### src/rtl/muldiv_seq_if.sv
`default_nettype none
// ============================================================================
// Module      : muldiv_seq_if
// Description : Request/result bundle between the pipeline and the
//               sequential multiply/divide unit.
// Revision    : 1.0 - initial release
// ============================================================================
interface muldiv_seq_if #(
  parameter int WIDTH = 32
);
  logic             Start;
  logic [1:0]       Op;
  logic [WIDTH-1:0] SrcA;
  logic [WIDTH-1:0] SrcB;
  logic             HiWe;
  logic             LoWe;
  logic [WIDTH-1:0] WrData;
  logic             Busy;
  logic             Done;
  logic             DivZero;
  logic [WIDTH-1:0] Hi;
  logic [WIDTH-1:0] Lo;

  modport master (
    output Start, Op, SrcA, SrcB, HiWe, LoWe, WrData,
    input  Busy, Done, DivZero, Hi, Lo
  );

  modport slave (
    input  Start, Op, SrcA, SrcB, HiWe, LoWe, WrData,
    output Busy, Done, DivZero, Hi, Lo
  );
endinterface
`default_nettype wire

### src/rtl/muldiv_seq.sv
`default_nettype none
// ============================================================================
// Module      : muldiv_seq
// Description : 33-cycle sequential MULT/MULTU/DIV/DIVU unit with HI/LO
//               registers and mthi/mtlo write port.
// Revision    : 1.0 - initial release
// ============================================================================
module muldiv_seq #(
  parameter int WIDTH = 32
) (
  input  wire logic     clk,
  input  wire logic     rst_n,
  muldiv_seq_if.slave   bus
);

  typedef enum logic [1:0] {
    IDLE = 2'd0,
    CALC = 2'd1,
    FIX  = 2'd2
  } state_t;

  state_t             r_state;
  logic [5:0]         r_cnt;
  logic               r_is_div;
  logic               r_sign_a;
  logic               r_sign_b;
  logic [WIDTH-1:0]   r_a_raw;
  logic [WIDTH-1:0]   r_b;
  logic [2*WIDTH-1:0] r_p;
  logic [WIDTH-1:0]   r_hi;
  logic [WIDTH-1:0]   r_lo;
  logic               r_busy;
  logic               r_done;
  logic               r_divzero;

  logic [WIDTH-1:0]   w_mag_a;
  logic [WIDTH-1:0]   w_mag_b;
  logic [WIDTH:0]     w_rem;
  logic               w_ge;
  logic [WIDTH-1:0]   w_sub;
  logic [WIDTH:0]     w_sum;
  logic [2*WIDTH-1:0] w_mul_step;
  logic [2*WIDTH-1:0] w_div_step;
  logic               w_neg;
  logic [2*WIDTH-1:0] w_prod;
  logic [WIDTH-1:0]   w_quo;
  logic [WIDTH-1:0]   w_rmd;
  logic               w_div0;

  always_comb begin
    // Signed ops iterate on magnitudes; unsigned ops use the raw operands.
    w_mag_a = bus.SrcA;
    if (bus.Op[0] && bus.SrcA[WIDTH-1]) w_mag_a = -bus.SrcA;
    w_mag_b = bus.SrcB;
    if (bus.Op[0] && bus.SrcB[WIDTH-1]) w_mag_b = -bus.SrcB;

    // Multiply: r_p = {partial product, remaining multiplier bits}.
    w_sum      = {1'b0, r_p[2*WIDTH-1:WIDTH]} + {1'b0, r_b};
    w_mul_step = r_p[0] ? {w_sum, r_p[WIDTH-1:1]}
                        : {1'b0, r_p[2*WIDTH-1:WIDTH], r_p[WIDTH-1:1]};

    // Divide: r_p = {partial remainder, dividend bits / quotient bits}.
    // The shifted remainder can need WIDTH+1 bits, but whenever the
    // subtraction succeeds the difference fits back into WIDTH bits.
    w_rem      = r_p[2*WIDTH-1:WIDTH-1];
    w_ge       = (w_rem >= {1'b0, r_b});
    w_sub      = w_rem[WIDTH-1:0] - r_b;
    w_div_step = w_ge ? {w_sub, r_p[WIDTH-2:0], 1'b1}
                      : {w_rem[WIDTH-1:0], r_p[WIDTH-2:0], 1'b0};

    w_neg  = r_sign_a ^ r_sign_b;
    w_prod = r_p;
    if (w_neg) w_prod = -r_p;
    w_quo  = r_p[WIDTH-1:0];
    if (w_neg) w_quo = -r_p[WIDTH-1:0];
    w_rmd  = r_p[2*WIDTH-1:WIDTH];
    if (r_sign_a) w_rmd = -r_p[2*WIDTH-1:WIDTH];

    w_div0 = r_is_div && (r_b == '0);
  end

  always_ff @(posedge clk or negedge rst_n) begin
    if (!rst_n) begin
      r_state   <= IDLE;
      r_cnt     <= '0;
      r_is_div  <= 1'b0;
      r_sign_a  <= 1'b0;
      r_sign_b  <= 1'b0;
      r_a_raw   <= '0;
      r_b       <= '0;
      r_p       <= '0;
      r_hi      <= '0;
      r_lo      <= '0;
      r_busy    <= 1'b0;
      r_done    <= 1'b0;
      r_divzero <= 1'b0;
    end else begin
      r_done    <= 1'b0;
      r_divzero <= 1'b0;
      case (r_state)
        IDLE: begin
          // Start takes priority over a simultaneous mthi/mtlo write.
          if (bus.Start) begin
            r_is_div <= bus.Op[1];
            r_sign_a <= bus.Op[0] & bus.SrcA[WIDTH-1];
            r_sign_b <= bus.Op[0] & bus.SrcB[WIDTH-1];
            r_a_raw  <= bus.SrcA;
            r_b      <= w_mag_b;
            r_p      <= {{WIDTH{1'b0}}, w_mag_a};
            r_cnt    <= '0;
            r_busy   <= 1'b1;
            r_state  <= CALC;
          end else begin
            if (bus.HiWe) r_hi <= bus.WrData;
            if (bus.LoWe) r_lo <= bus.WrData;
          end
        end
        CALC: begin
          r_p   <= r_is_div ? w_div_step : w_mul_step;
          r_cnt <= r_cnt + 6'd1;
          if (r_cnt == 6'(WIDTH - 1)) r_state <= FIX;
        end
        FIX: begin
          if (w_div0) begin
            r_hi <= r_a_raw;
            r_lo <= '1;
          end else if (r_is_div) begin
            r_hi <= w_rmd;
            r_lo <= w_quo;
          end else begin
            r_hi <= w_prod[2*WIDTH-1:WIDTH];
            r_lo <= w_prod[WIDTH-1:0];
          end
          r_done    <= 1'b1;
          r_divzero <= w_div0;
          r_busy    <= 1'b0;
          r_state   <= IDLE;
        end
        default: begin
          r_busy  <= 1'b0;
          r_state <= IDLE;
        end
      endcase
    end
  end

  assign bus.Busy    = r_busy;
  assign bus.Done    = r_done;
  assign bus.DivZero = r_divzero;
  assign bus.Hi      = r_hi;
  assign bus.Lo      = r_lo;

endmodule
`default_nettype wire

### src/flat_wrapper.sv
// flat-port wrapper written by rule: the top's interface ports become plain ports
module muldiv_seq_flat 
#(
  parameter int WIDTH = 32
)
  (clk, rst_n, bus_Start, bus_Op, bus_SrcA, bus_SrcB, bus_HiWe, bus_LoWe, bus_WrData, bus_Busy, bus_Done, bus_DivZero, bus_Hi, bus_Lo);
  muldiv_seq_if #(.WIDTH(WIDTH)) bus_i ();
  input  wire logic clk;
  input  wire logic rst_n;
  input wire logic [$bits(bus_i.Start)-1:0] bus_Start;
  input wire logic [$bits(bus_i.Op)-1:0] bus_Op;
  input wire logic [$bits(bus_i.SrcA)-1:0] bus_SrcA;
  input wire logic [$bits(bus_i.SrcB)-1:0] bus_SrcB;
  input wire logic [$bits(bus_i.HiWe)-1:0] bus_HiWe;
  input wire logic [$bits(bus_i.LoWe)-1:0] bus_LoWe;
  input wire logic [$bits(bus_i.WrData)-1:0] bus_WrData;
  output wire logic [$bits(bus_i.Busy)-1:0] bus_Busy;
  output wire logic [$bits(bus_i.Done)-1:0] bus_Done;
  output wire logic [$bits(bus_i.DivZero)-1:0] bus_DivZero;
  output wire logic [$bits(bus_i.Hi)-1:0] bus_Hi;
  output wire logic [$bits(bus_i.Lo)-1:0] bus_Lo;
  assign bus_i.Start = bus_Start;
  assign bus_i.Op = bus_Op;
  assign bus_i.SrcA = bus_SrcA;
  assign bus_i.SrcB = bus_SrcB;
  assign bus_i.HiWe = bus_HiWe;
  assign bus_i.LoWe = bus_LoWe;
  assign bus_i.WrData = bus_WrData;
  assign bus_Busy = bus_i.Busy;
  assign bus_Done = bus_i.Done;
  assign bus_DivZero = bus_i.DivZero;
  assign bus_Hi = bus_i.Hi;
  assign bus_Lo = bus_i.Lo;
  muldiv_seq #(.WIDTH(WIDTH)) u_core (.clk(clk), .rst_n(rst_n), .bus(bus_i));
endmodule
### config.mk
export PLATFORM = sky130hd
export DESIGN_NAME = muldiv_seq_flat
export DESIGN_NICKNAME = d
export VERILOG_FILES = /design/src/rtl/muldiv_seq_if.sv /design/src/rtl/muldiv_seq.sv /design/src/flat_wrapper.sv
export SDC_FILE = /design/constraint.sdc
export NUM_CORES = 1
export LEC_CHECK = 0
export CAP_MARGIN = 20
export CELL_PAD_IN_SITES_DETAIL_PLACEMENT = 2
export CELL_PAD_IN_SITES_GLOBAL_PLACEMENT = 2
export CORE_MARGIN = 2
export CORE_UTILIZATION = 31
export CTS_CLUSTER_SIZE = 10
export DETAILED_ROUTE_END_ITERATION = 16
export GPL_TIMING_DRIVEN = 1
export PLACE_DENSITY = 0.89
export SYNTH_ARGS = -nofsm -noshare
export SYNTH_HDL_FRONTEND = slang
export SYNTH_SLANG_ARGS = --single-unit
### constraint.sdc
create_clock -name clk -period 3.2 [get_ports clk]
set_input_delay 0.48 -clock clk [delete_from_list [all_inputs] [get_ports clk]]
set_output_delay 0.48 -clock clk [all_outputs]
set_load 0.03 [all_outputs]
==> results of run 1 <==
[metrics by stage]
stage          hold slack [ns]  setup TNS [ns]
2_1_floorplan            0.184          -0.293
3_3_place_gp             0.460           -6.67
3_5_place_dp             0.471          -12.82
4_1_cts                 0.0304         -0.0695
5_1_grt                 0.0406           -3.72
6_report               -0.0267          -0.611
[power groups by stage]
stage | sequential (mW) | combinational [mW] | clock, mW
global route | 4.95 | 20.2 | 3.01
CTS | 4.79 | 17.6 | 2.92
detailed placement | 4.81 | 17.0 | 0
finish | 4.87 | 18.9 | 2.88
floorplan | 4.95 | 9.43 | 0
global placement | 4.71 | 15.9 | 0
[metal layers]
metal	part of all wire	vias to the layer above	wire (um)
li1	-	8124	-
met1	0.39	9414	33000
met2	0.49	708	41900
met3	0.054	257	4570
met4	0.061	4	5190
met5	0.00027	-	23
[worst max-delay path by stage]
stage / end / slack [ns] / cells after the start
finish: u_core.r_p[32] / -0.09 / 16
global route: u_core.r_p[32] / -0.17 / 16
CTS: u_core.r_p[60] / -0.04 / 13
detailed placement: u_core.r_p[30] / -0.78 / 9
global placement: u_core.r_p[30] / -0.73 / 9
floorplan: u_core.r_p[30] / -0.15 / 8
[logic make-up after synthesis]
logic type / count (synthesis)
flops: 206
buf+inv: 194
compound gates: 681
simple gates: 694
mux: 51
xor+xnor: 171
fa+ha+maj: 71
[registers in the layout, summed over array words and instances, names as in the netlist, 2 cells and up]
signal / cells
u_core.r_state: 2
u_core.r_p: 64
u_core.bus.Hi: 32
u_core.r_b: 32
u_core.bus.Lo: 32
u_core.r_cnt: 6
u_core.r_a_raw: 32
[worst max-delay path, cell delays in order, from the launching register on]
cell	delay, ns
dfrtp_1	0.40
buf_6	0.13
ha_4	0.30
nand3_4	0.08
o21bai_4	0.19
a21oi_4	0.17
o211ai_1	0.14
buf_4	0.20
a2111oi_4	0.37
buf_4	0.19
o31ai_4	0.08
buf_12	0.18
clkbuf_16	0.16
buf_4	0.14
nor2_1	0.13
a21oi_1	0.05
o21ai_0	0.24
[cell usage in the layout, fill, tap and decap left out, types with 22 or more instances in the layout]
cell / Yosys / routed
nand2_1: 344 / 340
buf_4: 0 / 267
o21ai_0: 235 / 221
dfrtp_1: 206 / 199
a21oi_1: 169 / 160
clkdlybuf4s50_1: 0 / 160
nor2_1: 127 / 122
xor2_1: 87 / 87
xnor2_1: 84 / 82
inv_1: 63 / 60
ha_1: 69 / 60
mux2i_1: 51 / 51
o22ai_1: 41 / 41
nor3_1: 49 / 40
nand3_1: 36 / 34
clkbuf_16: 0 / 28
nor4_1: 31 / 25
a22o_1: 24 / 24
o31ai_1: 28 / 23
a21o_1: 22 / 22
[cell type report]
cell class,instances,area [um^2]
clock buffers,37,743
clock inverters,5,40.0
fillers,5765,29600
inverters,64,240
multi-input cells,1668,10800
flip-flops and latches,206,5160
well taps,680,851
repair buffers,449,3900
[repair_timing]
action | 4_1_cts | 5_1_grt
pin swaps | 31 | 41
gates resized for setup | 65 | 81
cloned | 1 | 1
setup endpoints to repair | 53 | 50
setup buffers | 10 | 14
==> results.toml, run 1 <==
[synth]
synthXorXnorAreaFrac = 0.0930
synthTopCellsByArea = "dfrtp_1 32%, nand2_1 8.0%, o21ai_0 7.3%"
synthSimpleGateAreaFrac = 0.194
ys.flop_type = "dfrtp_1"
syn-num-nets = 2242
synth_most_common_cell = "nand2_1"
synth_top_area_frac = 0.320
synth-compound-area-share = 0.260
yosys.area.top_type = "dfrtp_1"
synthMuxAreaShare = 0.0317
netlist_area_um2 = 16100
synth-edff-count = 0
synth_commonest_cells = "344 x nand2_1, 235 x o21ai_0, 206 x dfrtp_1"
ys_seq_area_frac = 0.320
synthAdderAreaFrac = 0.0561
syn_inst = 2068
synth.distinct_cells = 66
async_flop_share = 1.00
synth_seq_cells = 206
syn_area_per_cell_um2 = 7.78
synth_top_family_by_area = "compound AO/OA/AOI/OAI gates"
ys_warn_count = 0

[die]
core_area_um2 = 51300
row_count = 83
die_w_um = 232
chipHeight_um = 232
start_util = 0.314
ios = 170
die_area_um2 = 53800

[final_layout]
drive_above_1_share = 0.178
diodes = 0
finalNonFillerCells = 3109
fin_area_um2 = 21700
utilization = 0.423
layout.nets = 2590
syn_to_final_growth_pct = 34.9

[cts]
h-tree-depth = 1
cts_root_buffer = "clkbuf_16"
clk_pin_slew_ns = 0.06
cts_sinks = 206
cts.path.max_buffers = 3
worstSkewPairLatency_ns = 0.59
ctsHoldBuffers = 0
tritoncts = "done"
cts_made_buffers = 27

[placed_design]
place_congestion = 0.949
place_area_um2 = 20200
numPortBuffers = 169
pre_cts_ws_ns = -0.782
dp_cells = 3043
dp_hpwl_mm = 62.6

[route]
vias = 18500
via_per_inst = 5.95
ant_nets = 0
drtIter0Drc = 1235
drc = 0
drt-total-wl_mm = 84.8
wire_per_inst_um = 27.3
drt_first_pass_iters = 5

[sta]
slew_viol_final = 0
fin_hold_ws_ns = -0.0267
rsz0062_at_grt = "yes"
setup_viol_count_final = 20
fmax_mhz = 304
fin_worst_skew_ns = 0.0207
worst_pin_slew_ns = 0.980
fin_crit_ns = 3.29
final_hold_viol_count = 8
post-route-period-util = 1.03
fin_ws_ns = -0.0894
slew-limit-headroom = 0.345

[critical_path]
cp_max_fo = 7
reg2reg_depth = 16
worst_r2r_endpoint = "u_core.r_p[32]"
cp.required_ns = 3.68
crit_start = "u_core.r_p[33]"
startpoint_type = "flip-flop"
critPathKind = "flip-flop to flip-flop"
arrival_ns = 3.77
timing.rr.start = "u_core.r_p[33]"
end_kind = "flip-flop"
r2r_slack_ns = -0.09

[power_and_ir_drop]
p_seq_frac = 0.182
power_mw = 26.7
clock_power_share = 0.108
switching_power_mw = 13.8
p_leak_nw = 9.24
sw_frac_of_total = 0.515
ir_drop_mv = 0.480
combinationalPowerShare = 0.710
intPower_mw = 12.9
powerDensity_nw_per_um2 = 1230

[status]
violations = "negative hold slack, negative setup slack"
status = "complete, but fails checks"

[grt]
antenna_found_initial = 2
use_met2 = 0.532
grt_usage = 0.300
grt_max_degree = 91
grt_pass1_vias = 20100
grt_pass1_wl_mm = 124
grt_overflow_total = 0
busiest_layer = "met2"
grt_use_met1 = 0.357
grt_use_met3 = 0.0350

[flow_run]
maxCapViolations = 0

[min_path]
hold_class = "primary input to asynchronous set/reset pin"
Note: power is estimated with default switching activity, not from simulation.
==> run 2: changes to the inputs <==
CORE_UTILIZATION = 35   (was 31)
DONT_BUFFER_PORTS = 1   (was not set)
==> run 2 against run 1 <==
Compared with the run above: the flow finishes with violations (negative hold slack, max-capacitance violations, max-slew violations, negative setup slack); die area is 11% lower; wire length rose by 15%; flip-flop and latch count stayed put; via count up 4.4%; power rose by 10%.
==> results.toml, run 2 (synthesis gave the netlist of run 1 again) <==
[die]
core_area_um2 = 45400
die_w_um = 218
chipHeight_um = 218
start_util = 0.355
row_count = 78
ios = 170
die_area_um2 = 47700

[cts]
cts.path.max_buffers = 3
cts_sinks = 206
h-tree-depth = 1
cts_root_buffer = "clkbuf_16"
tritoncts = "done"
cts_made_buffers = 29
ctsHoldBuffers = 5
worstSkewPairLatency_ns = 0.62
clk_pin_slew_ns = 0.07

[grt]
busiest_layer = "met2"
grt_max_degree = 207
grt_pass1_wl_mm = 133
use_met2 = 0.623
grt_pass1_vias = 20600
grt_use_met3 = 0.0870
grt_use_met1 = 0.407
grt_usage = 0.366
antenna_found_initial = 3
grt_overflow_total = 0

[power_and_ir_drop]
ir_drop_mv = 0.550
power_mw = 29.5
powerDensity_nw_per_um2 = 1470
p_leak_nw = 8.44

[sta]
fin_ws_ns = -0.775
fmax_mhz = 252
worst_pin_slew_ns = 1.54
fin_crit_ns = 3.97
setup_viol_count_final = 91
rsz0062_at_grt = "yes"
final_hold_viol_count = 209
slew-limit-headroom = -0.0373
slew_viol_final = 2
fin_worst_skew_ns = 0.0275
post-route-period-util = 1.24
fin_hold_ws_ns = -0.442

[route]
vias = 19300
wire_per_inst_um = 34.7
drtIter0Drc = 2007
drt_first_pass_iters = 7
via_per_inst = 6.85
ant_nets = 0
drt-total-wl_mm = 97.9
drc = 0

[final_layout]
final_cell_mix = "343 x nand2_1, 217 x o21ai_0, 209 x buf_4"
layout.nets = 2373
regMostFlops = "u_core.r_p"
largest_register_ffs = 64
syn_to_final_growth_pct = 24.8
layout_commonest_cell = "nand2_1"
drive_above_1_share = 0.187

[placed_design]
numPortBuffers = 0
dp_hpwl_mm = 59.7
place_congestion = 0.949
pre_cts_ws_ns = -0.348

[critical_path]
arrival_ns = 4.44
critPathKind = "flip-flop to flip-flop"
end_kind = "flip-flop"
startpoint_type = "flip-flop"
cp.required_ns = 3.66
cp_max_fo = 18

[flow_run]
maxCapViolations = 1

[status]
status = "complete, but fails checks"
violations = "negative hold slack, max-capacitance violations, max-slew violations, negative setup slack"

[min_path]
hold_class = "primary input to asynchronous set/reset pin"
==> run 2: cell types whose count changed in the layout (fill, tap and decap cells not counted), moves of 4 or more <==
cell             before  now
a21oi_1             160  150
a21oi_2               8   15
buf_2                 4    0
buf_4               267  209
bufinv_16             0    4
clkdlybuf4s50_1     160    0
dfrtp_1             199  190
dfrtp_2               7   16
dlygate4sd3_1         0    5
ha_1                 60   53
ha_2                  1    5
o21ai_0             221  217
==> run 2: critical path: stages (launching register included) <==
cell,delay (ns)
dfrtp_1,0.45
buf_4,0.18
nor4_1,1.26
nand4_1,0.35
nor3_2,0.29
buf_4,0.27
nand2b_2,0.21
buf_4,0.27
nor2_1,0.12
o31ai_2,0.41
==> run 2: layout make-up <==
class                           count  area [um^2]
Fill cell                        4969        25300
Multi-Input combinational cell   1668        11000
Sequential cell                   206         5170
Timing Repair Buffer              230         1910
Clock buffer                       44          842
Tap cell                          600          751
Inverter                           64          240
Clock inverter                      7          150
Antenna cell                        1         2.50
==> run 2: timing repair <==
item	4_1_cts	5_1_grt
endpoints found under the setup margin	42	51
setup buffers	12	18
hold endpoints to repair	211	206
cloned	2	1
pin swaps	25	51
resized for setup	68	111
==> run 2: routing by layer <==
layer	vias to the layer above	wire [um]
met4	2	9330
met2	1342	45000
met5	-	9
li1	7689	-
met1	9676	34400
met3	612	9120
==> run 2: path summary, 6_finish.rpt <==
kind | start | to | slack (ns) | cells after the start
min in group clk | bus_SrcA[18] | u_core.r_a_raw[18] | -0.01 | 2
max | u_core.r_b[5] | u_core.bus.Hi[22] | -0.77 | 9
max reg2reg | u_core.r_b[5] | u_core.bus.Hi[22] | -0.77 | 9
min reg2reg | u_core.r_a_raw[10] | u_core.r_a_raw[10] | 0.49 | 2
max in group asynchronous | rst_n | u_core.r_b[0] | 3.13 | 0
min | rst_n | u_core.r_p[11] | -0.44 | 0
==> run 2: report_power, final <==
group          leakage [nW]  internal [mW]  switching [mW]
combinational          5.47           7.67            12.6
sequential             2.48           3.65            1.98
clock                 0.485           2.13            1.48
==> run 2: through the flow <==
stage | TNS (ns) | utilization | hold WS (ns) | std cells | cell area [um^2]
CTS | -0.0690 | 0.430 | -0.434 | 2802 | 19500
floorplan | -0.293 | - | 0.184 | 2068 | 16100
global route | -30.92 | 0.443 | -0.451 | 2819 | 20100
finish | -29.35 | 0.443 | -0.442 | 2820 | 20100
global placement | -0.683 | 0.396 | 0.189 | 2733 | 18000
detailed placement | -5.52 | 0.396 | 0.189 | 2733 | 18000
